`config.mk`:
```
export PLATFORM = sky130hd
export DESIGN_NAME = pipe_hazard_ctrl
export DESIGN_NICKNAME = d
export VERILOG_FILES = /design/src/rtl/pipe_ctrl_pkg.sv /design/src/rtl/pipe_hazard_ctrl_sat_counter.sv /design/src/rtl/pipe_hazard_ctrl.sv
export SDC_FILE = /design/constraint.sdc
export NUM_CORES = 1
export LEC_CHECK = 0
export ABC_AREA = 1
export CAP_MARGIN = 20
export CORE_ASPECT_RATIO = 0.5
export CORE_MARGIN = 8
export CORE_UTILIZATION = 46
export CTS_BUF_LIST = sky130_fd_sc_hd__clkbuf_8
export DETAILED_ROUTE_END_ITERATION = 6
export HOLD_SLACK_MARGIN = 0.12
export PLACE_DENSITY = 0.79
export SLEW_MARGIN = 20
export SYNTH_ARGS = -nofsm -noshare
export SYNTH_HDL_FRONTEND = slang
export SYNTH_HIERARCHICAL = 1
export SYNTH_SLANG_ARGS = --single-unit
```
`constraint.sdc`:
```
create_clock -name clk -period 1.54 [get_ports clk]
set_input_delay 0.308 -clock clk [delete_from_list [all_inputs] [get_ports clk]]
set_output_delay 0.308 -clock clk [all_outputs]
set_load 0.01 [all_outputs]
```
`src/rtl/pipe_ctrl_pkg.sv`:
```
// Shared pipeline-control types: hazard-controller FSM states and M-field bit positions.
package pipe_ctrl_pkg;

  typedef enum logic [1:0] {
    RUN      = 2'd0,
    MEM_WAIT = 2'd1,
    ERROR    = 2'd2
  } state_e;

  localparam int MEM_READ_BIT  = 1;
  localparam int MEM_WRITE_BIT = 0;

endpackage

```
`src/rtl/pipe_hazard_ctrl_sat_counter.sv`:
```
// Saturating up-counter with synchronous clear; clear has priority over increment.
module sat_counter #(
  parameter int W = 8
) (
  input  logic         clk,
  input  logic         rst_n,
  input  logic         inc_i,
  input  logic         clr_i,
  output logic [W-1:0] cnt_o
);

  logic [W-1:0] cnt_q, cnt_d;

  always_comb begin
    cnt_d = cnt_q;
    if (clr_i) begin
      cnt_d = '0;
    end else if (inc_i && (cnt_q != {W{1'b1}})) begin
      cnt_d = cnt_q + W'(1);
    end
  end

  always_ff @(posedge clk or negedge rst_n) begin
    if (!rst_n) begin
      cnt_q <= '0;
    end else begin
      cnt_q <= cnt_d;
    end
  end

  assign cnt_o = cnt_q;

endmodule

```
`src/rtl/pipe_hazard_ctrl.sv`:
```
// Stall/flush controller for the 5-stage pipeline: load-use stalls, branch flushes,
// and a req/ack data-memory handshake with timeout that freezes the pipe while busy.
module pipe_hazard_ctrl
  import pipe_ctrl_pkg::*;
#(
  parameter int MEM_TIMEOUT = 64,
  parameter int STALL_CNT_W = 16
) (
  input  logic                   clk,
  input  logic                   rst_n,
  input  logic [1:0]             ex_mem_M_i,
  input  logic                   id_ex_memread_i,
  input  logic [4:0]             id_ex_rt_i,
  input  logic [4:0]             if_id_rs_i,
  input  logic [4:0]             if_id_rt_i,
  input  logic                   branch_taken_i,
  input  logic                   mem_ack_i,
  output logic                   mem_req_o,
  output logic                   mem_we_o,
  output logic                   pc_en_o,
  output logic                   if_id_en_o,
  output logic                   id_ex_en_o,
  output logic                   ex_mem_en_o,
  output logic                   mem_wb_en_o,
  output logic                   if_id_flush_o,
  output logic                   id_ex_flush_o,
  output logic                   mem_wb_bubble_o,
  output logic                   err_o,
  output logic [STALL_CNT_W-1:0] stall_cycles_o
);

  localparam int WAIT_W = $clog2(MEM_TIMEOUT + 1);

  state_e            state_q, state_d;
  logic              err_q, err_d;
  logic              access, mstall, load_use;
  logic [WAIT_W-1:0] wait_cnt;

  assign access   = ex_mem_M_i[MEM_READ_BIT] | ex_mem_M_i[MEM_WRITE_BIT];
  assign mstall   = access & ~mem_ack_i & (state_q != ERROR);
  assign load_use = id_ex_memread_i & (id_ex_rt_i != 5'd0) &
                    ((id_ex_rt_i == if_id_rs_i) | (id_ex_rt_i == if_id_rt_i));

  // Leaving MEM_WAIT without an ack only happens if the access vanished; treat it as done.
  always_comb begin
    state_d = state_q;
    case (state_q)
      RUN:      if (mstall) state_d = MEM_WAIT;
      MEM_WAIT: begin
        if (!mstall) begin
          state_d = RUN;
        end else if (wait_cnt == WAIT_W'(MEM_TIMEOUT)) begin
          state_d = ERROR;
        end
      end
      default:  state_d = state_q;
    endcase
  end

  assign err_d = err_q | (state_d == ERROR);

  always_ff @(posedge clk or negedge rst_n) begin
    if (!rst_n) begin
      state_q <= RUN;
      err_q   <= 1'b0;
    end else begin
      state_q <= state_d;
      err_q   <= err_d;
    end
  end

  // Held at 0 outside a stall, so the first stall cycle takes it to 1.
  sat_counter #(.W(WAIT_W)) u_wait_cnt (
    .clk   (clk),
    .rst_n (rst_n),
    .inc_i (mstall),
    .clr_i (~mstall),
    .cnt_o (wait_cnt)
  );

  sat_counter #(.W(STALL_CNT_W)) u_stall_cnt (
    .clk   (clk),
    .rst_n (rst_n),
    .inc_i (mstall),
    .clr_i (1'b0),
    .cnt_o (stall_cycles_o)
  );

  always_comb begin
    mem_req_o       = 1'b0;
    pc_en_o         = 1'b0;
    if_id_en_o      = 1'b0;
    id_ex_en_o      = 1'b0;
    ex_mem_en_o     = 1'b0;
    mem_wb_en_o     = 1'b0;
    if_id_flush_o   = 1'b0;
    id_ex_flush_o   = 1'b0;
    mem_wb_bubble_o = 1'b0;
    if (rst_n && (state_q != ERROR)) begin
      mem_req_o   = access;
      pc_en_o     = 1'b1;
      if_id_en_o  = 1'b1;
      id_ex_en_o  = 1'b1;
      ex_mem_en_o = 1'b1;
      mem_wb_en_o = 1'b1;
      if (mstall) begin
        pc_en_o         = 1'b0;
        if_id_en_o      = 1'b0;
        id_ex_en_o      = 1'b0;
        ex_mem_en_o     = 1'b0;
        mem_wb_bubble_o = 1'b1;
      end else if (branch_taken_i) begin
        if_id_flush_o = 1'b1;
        id_ex_flush_o = 1'b1;
      end else if (load_use) begin
        pc_en_o       = 1'b0;
        if_id_en_o    = 1'b0;
        id_ex_flush_o = 1'b1;
      end
    end
  end

  assign mem_we_o = ex_mem_M_i[MEM_WRITE_BIT];
  assign err_o    = err_q;

endmodule

```
Yosys cells after proc, flatten, opt, wreduce, memory -nomap -nowiden
Index checks and enable logic that the tools add are counted.
- add/subtract/negate cells: 2
- eq/ne operators: 9
- multiplexer cells: 23
- bitwise operators: 8
- reductions and logical operators: 5
- operators by type and width (kind ; count):
    1-bit 2-to-1 mux ; 17
    16-bit by 1-bit adder with 16-bit output (second input constant) ; 1
    16-bit != test (second input constant) ; 1
    7-bit 2-to-1 mux ; 2
    5-bit equality test ; 2
    7-bit by 1-bit adder with 7-bit output (second input constant) ; 1
    7-bit equality test (second input constant) ; 1
    7-bit != test (second input constant) ; 1
    2-bit 2-to-1 mux ; 3
    5-bit nonzero test ; 1
    1-bit bitwise AND ; 4
    2-bit != test (second input constant) ; 2
    2-bit case mux with 2 select lines ; 1
    1-bit logical AND ; 3
    1-bit bitwise OR ; 3
    2-bit by 1-bit equality test with 1-bit output (second input constant) ; 1
    2-bit equality test (second input constant) ; 1
    2-bit logical NOT ; 1
    1-bit NOT ; 1
- register bits after elaboration: 26
- logic and storage cells: 51
- output and inout port bits: 27

Logic depth before layout (Yosys ltp)
- word-level depth: 7
- mapped depth: 11
- mapped depth without buffers: 10

By module
The synthesis kept the hierarchy.
- modules (own cells, without submodules) (module ; instances ; area an instance (sq um) ; cells each ; seq. area each (sq um)):
    sat_counter at u_stall_cnt ; 1 ; 1037.2 ; 144 ; 400.4
    pipe_hazard_ctrl ; 1 ; 467.9 ; 88 ; 75.1
    sat_counter at u_wait_cnt ; 1 ; 441.7 ; 62 ; 175.2

Worst setup path before layout
Ideal clock, no wire load.
- kind: reg-to-reg
- start point: register u_stall_cnt.cnt_q[1], in the netlist u_stall_cnt/cnt_o[1]
- end point: register u_stall_cnt.cnt_q[7], in the netlist u_stall_cnt/cnt_o[7]
- buffers on the path: 1
- library setup time: 66 ps
- period minus slack after synthesis: 1519 ps
- setup slack: 21 ps
- arrival: 1454 ps
- cell stages (with the launch flop): 11
- cell sequence: dfrtp_1 ha_1 nand2_2 nor2_4 nand2_4 o21ai_4 nand2_4 inv_4 buf_12 nand2_1 nand2_1
- longest elaborated chain between the ends: 2
- elaborated cells on any way between the ends: 3
- classes of those cells: add/sub (1); eq/ne (1); reduce/logical (1)
- RTL lines (what ; line ; source):
    start: declaration ; pipe_hazard_ctrl_sat_counter.sv:12 ; logic [W-1:0] cnt_q, cnt_d;
    start signal: assignment ; pipe_hazard_ctrl_sat_counter.sv:27 ; cnt_q <= cnt_d;
    parallel branches: the longest is 2 deep, another holds 16-bit by 1-bit adder with 16-bit output ; n/a ;
Several ways; the timed one is not identified.
A chain may end at the register's enable or synchronous reset.

Worst setup path after layout
- start point: input rst_n
- end point: output if_id_en_o
- longest elaborated chain between the ends: 2
- RTL lines (what ; line ; source):
    start: declaration ; pipe_hazard_ctrl.sv:10 ; input logic rst_n,
    1-bit logical AND ; pipe_hazard_ctrl.sv:99 ; if (rst_n && (state_q != ERROR)) begin
    1-bit 2-to-1 mux ; pipe_hazard_ctrl.sv:99 ;
    end: declaration ; pipe_hazard_ctrl.sv:21 ; output logic if_id_en_o,
No other way between the ends.

==> results.tsv <==
stage	metric	value	unit
outcome	outcome	complete, but fails checks	
outcome	violations	negative setup slack	
clock_network	h-tree-depth	1	
critical_path	path_buf_inv	2	
synthesis	yosys-top-cells-count	105 x nand2_1, 41 x inv_1, 30 x nand3_1	
run	drv.max_cap_violation_count	0	
detailed_routing	drc	0	
sta	rsz0062_at_grt	true	
power_and_ir_drop	leakagePower	1.59	nW
final_layout	nNetsFinal	398	
detailed_routing	vias_per_cell	4.95	
clock_network	clock-sinks	26	
critical_path	crit_required	1230	ps
critical_path	r2r_start	state_q[0]	
grt	grt_pass1_vias	1963	
detailed_routing	antenna_left	0	
critical_path	critPathSlowestCell	clkdlybuf4s50_1	
final_layout	final-instance-count-excl-fill	427	
critical_path	crit_path_max_incr_delay	520	ps
final_layout	area_growth	44.3	%
hold_path	hold_end	err_o	
place	placed_cells	408	
critical_path	critPathKind	input pin to primary output	
grt	grt_pass1_wl	8780	µm
sta	max_freq	614	MHz
hold_path	worstHoldPathCells	2	
final_layout	utilization	70.5	%
sta	fin_crit	1630	ps
floorplanning	ios	49	
synthesis	syn_area	1950	µm²
synthesis	yosysUniqueCellTypes	31	
floorplanning	core_area	3980	µm²
synthesis	ys_seq_elements	26	
critical_path	critical_path.top_delay_family	buffers and inverters	
sta	timing.hold.ws	469	ps
synthesis	synth_edf_count	0	
hold_path	hp-class	register to register	
detailed_routing	drtPass1Iterations	4	
final_layout	n_antenna_cell	0	
synthesis	yosysTopAreaCell	dfrtp_1	
clock_network	clkLatencyLatePin	270	ps
synthesis	syn_area_per_cell	6.62	µm²
critical_path	worst_r2r_endpoint	u_stall_cnt/cnt_o[2]	
floorplanning	fp.dieW	108	µm
sta	setup_ws	-89.2	ps
grt	grt_max_degree	27	
synthesis	synth_top_area_share	33.4	%
critical_path	r2r_cells	12	
place	portBuffers	48	
critical_path	critPathLaunchType	input pin	
power_and_ir_drop	ir_drop	814	µV
clock_network	cts_tree	yes	
final_layout	drive_above_1_share	26.0	%
hold_path	hp-start	err_o	
detailed_routing	via_count	2113	
floorplanning	row_count	16	
floorplanning	start_util	48.9	%
synthesis	ys_warn_count	6	
clock_network	clk_pin_slew_worst_paths	90	ps
sta	maxSlewViolCount	0	
detailed_routing	wire_per_inst	12.7	µm
critical_path	arrival	1320	ps
detailed_routing	dr.first_iter.drc_count	77	
sta	period_share	106	%
sta	setup_viol_count_final	22	
synthesis	synth.most_common_cell	nand2_1	
critical_path	worstPathCellList	clkdlybuf4s50_1 -> nand2_4 -> nor2_4 -> nand2_1 -> nand2_2 -> buf_6	
synthesis	synth.area.top_cells	dfrtp_1 33%, nand2_1 20%, inv_1 7.9%, nand3_1 7.7%, nor2_1 5.6%	
place	dpl.hpwl	3670	µm
clock_network	root_buffer	clkbuf_8	
power_and_ir_drop	powerDensity	558	nW/µm²
clock_network	hold_buffers	0	
floorplanning	dieArea	6700	µm²
sta	hold_viol_final	0	
critical_path	end_kind	primary output	
synthesis	ys_seq_area_share	33.4	%
detailed_routing	wl	5410	µm
sta	skew	5.10	ps
synthesis	ys_async_sr_fraction	100	%
grt	antenna_found_initial	0	
place	gp_congestion	0.852	
clock_network	numCtsBuffers	3	
critical_path	crit_fanout	4	
critical_path	r2r_slack	-40	ps
synthesis	syn_inst	294	
grt	grt_overflow	0	
clock_network	cts.path.max_buffers	2	
grt	grtUsageTotal	16.2	%
floorplanning	die_h	62	µm
synthesis	synth_flop_cell	dfrtp_1	
power_and_ir_drop	p_total	0.00157	W
flip-flops by register name (all words and copies together), names as in the netlist:
signal and flops:
u_wait_cnt/cnt_o 7, err_o 1, u_stall_cnt/cnt_o 16, state_q 2
stage by stage:
| stage | TNS [ps] | cell area, µm² | setup WS (ps) |
|---|---|---|---|
| after floorplan | 0 | 1950 | 20.6 |
| after global placement | -14580 | 2570 | -669 |
| after global routing | -2880 | 2810 | -164 |
| after detailed placement | -15580 | 2570 | -714 |
| final | -780 | 2810 | -89.2 |
| after CTS | -579 | 2720 | -106 |
metal layers:
| layer | wire, µm | share of wire, % | vias up | track usage, % |
|---|---|---|---|---|
| met5 | 0 | 0 | - | 0 |
| met4 | 55 | 1.0 | 0 | 4.30 |
| met3 | 303 | 5.6 | 8 | 3.91 |
| met2 | 2820 | 52 | 59 | 30.9 |
| met1 | 2240 | 41 | 976 | 18.0 |
| li1 | - | - | 1070 | - |
cell usage in the layout (no fill, tap or decap), drive strengths merged:
cell           count
dlygate4sd2       21
nor3b              1
dlymetal6s2s       4
xnor2              4
nand4             11
conb               3
clkbuf             6
o21ai              9
a21oi              3
nor3               3
nand3             32
nand2            110
nor2              33
buf               40
bufinv             1
clkdlybuf4s15      2
o21a               1
dfrtp             26
or2                1
ha                 2
clkdlybuf4s50      9
o21bai             2
xor2               3
inv               46
worst min-delay path: stages (launching register included):
cell and delay, ps:
dfrtp_1 350, inv_1 40, nand2_1 50
area by class of cell:
| class | count | area [µm²] |
|---|---|---|
| fill | 322 | 1170 |
| multi-input combinational | 218 | 1150 |
| timing repair buffer | 79 | 673 |
| sequential | 26 | 654 |
| inverter | 45 | 179 |
| tap | 54 | 67.6 |
| clock buffer | 3 | 41.3 |
| clock inverter | 1 | 30.0 |
| timing repair inverter | 1 | 11.3 |
logic make-up after synthesis:
logic type	after synthesis	synth area share (%)
other	1	0.193
AO/OA/AOI/OAI	15	5.98
XOR/XNOR	7	3.15
flip-flops	26	33.4
AND/OR/NAND/NOR	191	44.3
adder cells (fa/ha/maj)	2	1.29
buffers and inverters	52	11.7
timing repair:
action | CTS | global route
buffers inserted | 11 | 2
pin swaps | 12 | 10
endpoints found under the setup margin | 48 | 35
gates resized for setup | 81 | 40
gates cloned | 2 | 0
how the worst max path moves through the flow:
stage                         start                   end  slack, ps  cells after the start
2_1_floorplan  u_stall_cnt/cnt_o[1]  u_stall_cnt/cnt_o[7]         20                     10
3_3_place_gp          id_ex_rt_i[2]            if_id_en_o       -670                      9
3_5_place_dp          id_ex_rt_i[2]            if_id_en_o       -710                      9
4_1_cts                  state_q[1]            if_id_en_o       -110                      8
5_1_grt                  state_q[1]            if_id_en_o       -160                      8
6_report                      rst_n            if_id_en_o        -90                      6
report_power, final:
part           internal, W  switching, W  total (W)  leakage (nW)
clock network     0.000348      0.000213   0.000561        0.0357
logic             0.000138      0.000174   0.000313          1.21
registers         0.000689    0.00000484   0.000694         0.341
total              0.00117      0.000392    0.00157          1.59
(Power assumes the default switching activity.)
